[src/rtl/sync_fifo.sv]
// Single-clock FIFO with registered read data and count-decoded full/empty flags.
// Depth may be any value >= 2; pointers wrap explicitly rather than by overflow.
module sync_fifo #(
  parameter int DATA_WIDTH = 8,
  parameter int DATA_DEPTH = 8
) (
  input  logic                  clk,
  input  logic                  rst,
  input  logic [DATA_WIDTH-1:0] data_in,
  input  logic                  wr_en,
  input  logic                  rd_en,
  output logic [DATA_WIDTH-1:0] data_out,
  output logic                  full,
  output logic                  empty
);

  localparam int PTR_W = (DATA_DEPTH > 1) ? $clog2(DATA_DEPTH) : 1;
  localparam int CNT_W = $clog2(DATA_DEPTH + 1);
  localparam logic [PTR_W-1:0] PTR_LAST  = PTR_W'(DATA_DEPTH - 1);
  localparam logic [CNT_W-1:0] CNT_FULL  = CNT_W'(DATA_DEPTH);

  logic [DATA_WIDTH-1:0] mem [DATA_DEPTH];
  logic [PTR_W-1:0]      wptr;
  logic [PTR_W-1:0]      rptr;
  logic [CNT_W-1:0]      count;
  logic                  wr_ok;
  logic                  rd_ok;

  function automatic logic [PTR_W-1:0] next_ptr(input logic [PTR_W-1:0] p);
    return (p == PTR_LAST) ? '0 : p + PTR_W'(1);
  endfunction

  // Acceptance uses the flags as they stood before the edge.
  assign wr_ok = wr_en && !full;
  assign rd_ok = rd_en && !empty;
  assign full  = (count == CNT_FULL);
  assign empty = (count == '0);

  always_ff @(posedge clk) begin
    if (wr_ok) begin
      mem[wptr] <= data_in;
    end
  end

  always_ff @(posedge clk) begin
    if (rst) begin
      wptr  <= '0;
      rptr  <= '0;
      count <= '0;
    end else begin
      if (wr_ok) begin
        wptr <= next_ptr(wptr);
      end
      if (rd_ok) begin
        rptr <= next_ptr(rptr);
      end
      if (wr_ok && !rd_ok) begin
        count <= count + CNT_W'(1);
      end else if (rd_ok && !wr_ok) begin
        count <= count - CNT_W'(1);
      end
    end
  end

  // Read port: one cycle of latency, holds between accepted reads.
  always_ff @(posedge clk) begin
    if (rst) begin
      data_out <= '0;
    end else if (rd_ok) begin
      data_out <= mem[rptr];
    end
  end

endmodule

[config.mk]
export PLATFORM = sky130hd
export DESIGN_NAME = sync_fifo
export DESIGN_NICKNAME = d
export VERILOG_FILES = /design/src/rtl/sync_fifo.sv
export SDC_FILE = /design/constraint.sdc
export NUM_CORES = 1
export LEC_CHECK = 0
export ABC_AREA = 1
export CELL_PAD_IN_SITES_DETAIL_PLACEMENT = 1
export CELL_PAD_IN_SITES_GLOBAL_PLACEMENT = 2
export CORE_AREA = 10 10 115 117
export CTS_BUF_LIST = sky130_fd_sc_hd__clkbuf_16
export DETAILED_ROUTE_END_ITERATION = 8
export DIE_AREA = 0 0 125 127
export PLACE_DENSITY_LB_ADDON = 0.3
export SYNTH_ARGS = -nofsm -noshare
export SYNTH_HDL_FRONTEND = slang
export SYNTH_SLANG_ARGS = --single-unit
[constraint.sdc]
create_clock -name clk -period 2.1 [get_ports clk]
set_input_delay 0.42 -clock clk [delete_from_list [all_inputs] [get_ports clk]]
set_output_delay 0.42 -clock clk [all_outputs]
set_load 0.01 [all_outputs]
==> run_results.csv <==
group,metric,value,unit
timing,tns,0,ns
placed_design,dp_hpwl,5820,µm
worst_hold_path,min_path_type,"reg2reg",
clock_network,htreeDepth,3,
setup_path,critPathRequiredTime,1.68,ns
power,p_leak,1.87,nW
floorplan,design.core.area,11100,µm²
floorplan,die_w,125,µm
clock_network,post-cts-setup-buffers,0,
timing,rsz0062_at_grt,"no",
placed_design,postPlaceCellArea,4090,µm²
drt,wl_per_cell,15.7,µm
setup_path,worstReg2RegEnd,"count[3]$_SDFFE_PP0P_",
setup_path,worstSetupPathType,"reg2out",
logic_synthesis,syn_inst,366,
worst_hold_path,min_from,"data_out[2]$_SDFFE_PP0P_",
setup_path,critPathMaxFanout,2,
floorplan,io_pins,22,
power,power.total,5.39,mW
logic_synthesis,synth.distinct_cells,25,
global_route,antenna_found_initial,0,
setup_path,reg2reg_depth,13,
setup_path,cp.arrival,1.54,ns
setup_path,cp-end-kind,"output pin",
timing,fin_crit_sh,0.932,
cells_and_area,final_area,4380,µm²
logic_synthesis,seq_area_frac_synth,0.628,
clock_network,cts_made_buffers,9,
drt,drtIter0Drc,106,
timing,timing.hold.ws,0.468,ns
cells_and_area,drive_above_1_share,0.121,
global_route,grtUsageTotal,0.113,
clock_network,cts_sinks,82,
timing,finalSetupViolCount,0,
timing,clock_skew,0.00748,ns
drt,vias_per_cell,4.58,
global_route,overflow,0,
clock_network,cts_buffer_depth,2,
timing,finalCriticalPeriod,1.96,ns
logic_synthesis,synth_warnings,0,
worst_hold_path,whs_path_depth,2,
cells_and_area,final_nets,428,
setup_path,worstReg2RegStart,"count[1]$_SDFFE_PP0P_",
clock_network,cts_tree,"built",
setup_path,rrSetupSlack,0.22,ns
logic_synthesis,syn_area,3630,µm²
cells_and_area,final_common_cell,"nand2_1",
drt,drc,0,
floorplan,rows,39,
global_route,grt_start_max_net_pins,34,
flow_run,drv_cap,0,
timing,fmax,511,MHz
global_route,grt_pass1_vias,2704,
logic_synthesis,synth_seq_cells,82,
cells_and_area,diodes,0,
setup_path,critPathLaunchType,"register",
floorplan,die_y,127,µm
timing,hold_violations,0,
cells_and_area,layout_common_cells,"nand2_1, edfxtp_1, inv_1",
timing,max_slew.worst_pin.slew,0.324,ns
cells_and_area,area_growth,20.7,%
power,p_per_area,1230,nW/µm²
floorplan,start_util,0.326,
placed_design,gp_congestion,0.749,
global_route,grt_pass1_wl,14100,µm
drt,route.vias.total,2545,
status,outcome,"finished clean",
logic_synthesis,syn_nets,386,
clock_network,clkTransAtPathRegs,0.06,ns
clock_network,clock-root-buffer,"clkbuf_16",
floorplan,dieArea,15900,µm²
power,ir_drop,0.481,mV
worst_hold_path,holdPathEnd,"data_out[2]$_SDFFE_PP0P_",
drt,drt_first_pass_iters,4,
drt,ant_nets,0,
timing,slew_headroom,0.784,
clock_network,insertion_delay,0.34,ns
placed_design,place.port_buffers,21,
logic_synthesis,avgSynthCellArea,9.92,µm²
timing,slew_violations,0,
drt,routed_wl,8730,µm
[routing by layer]
| metal | vias to the layer above | share of wire | GRT usage | wire, µm |
|---|---|---|---|---|
| li1 | 1261 | - | - | - |
| met1 | 1245 | 0.47 | 0.137 | 4140 |
| met2 | 30 | 0.48 | 0.187 | 4190 |
| met3 | 9 | 0.032 | 0.0244 | 279 |
| met4 | 0 | 0.014 | 0.0528 | 125 |
| met5 | - | 0 | 0 | 0 |
[through the flow]
step                 util  instances  worst slack [ns]
global route        0.394        556            0.0497
detailed placement  0.367        540            -0.171
floorplan               -        366             0.115
global placement    0.367        540            -0.121
finish              0.394        556             0.143
CTS                 0.392        556            0.0556
[sequential cells by signal, summed over array words and instances, names as in the netlist]
signal / cells
mem: 64
data_out: 8
count: 4
rptr: 3
wptr: 3
[layout make-up]
type                    count  area (µm²)
fillers                  1288        6740
flip-flops and latches     82        2280
multi-input cells         206        1010
repair buffers             45         390
inverters                  64         246
clock buffers               9         225
well taps                 143         179
clock inverters             7        52.6
[power by group]
part | switching [mW] | leakage [nW] | internal (mW)
combinational | 1.11 | 1.01 | 0.737
clock | 0.664 | 0.130 | 0.809
sequential | 0.109 | 0.730 | 1.96
[synth_stat cells, drive strengths merged]
cell / instances / area [µm²]
inv: 62 / 238
nor3b: 1 / 12.5
ha: 7 / 87.6
dfxtp: 18 / 360
nand2: 106 / 408
o21ai: 2 / 10.0
buf: 13 / 110
nor2: 18 / 70.1
clkbuf: 1 / 3.75
xor2: 2 / 17.5
or2: 1 / 6.26
fa: 1 / 20.0
nand3: 52 / 265
a21oi: 11 / 55.1
clkinv: 2 / 8.75
a211oi: 5 / 37.5
edfxtp: 64 / 1920
[cell families after synthesis]
| kind of cell | after synthesis | share of synthesized area |
|---|---|---|
| adders and majority gates | 8 | 0.0296 |
| xor gates and xnor gates | 2 | 0.00482 |
| AOI/OAI and AO/OA | 18 | 0.0282 |
| DFF | 82 | 0.628 |
| and+or+nand+nor | 178 | 0.210 |
| buffers and inverters | 78 | 0.0992 |
[critical path: stages (launching register included)]
cell	delay, ns
dfxtp_2	0.33
nor2_4	0.13
nand3_2	0.11
inv_1	0.08
clkdlybuf4s50_1	0.55
[how the worst max path moves through the flow]
stage	from	end	slack [ns]	cells after the start
floorplan	count[0]$_SDFFE_PP0P_	count[3]$_SDFFE_PP0P_	0.12	13
global placement	wr_en	count[3]$_SDFFE_PP0P_	-0.12	12
detailed placement	wr_en	count[3]$_SDFFE_PP0P_	-0.17	12
CTS	count[0]$_SDFFE_PP0P_	full	0.06	4
global route	count[1]$_SDFFE_PP0P_	count[3]$_SDFFE_PP0P_	0.05	13
finish	count[1]$_SDFFE_PP0P_	empty	0.14	4
[timing repair]
action                                  4_1_cts  5_1_grt
hold endpoints to repair                      0        0
hold buffers                                  0        0
resized for setup                             0        5
endpoints found under the setup margin        0        1
(Power assumes the default switching activity.)
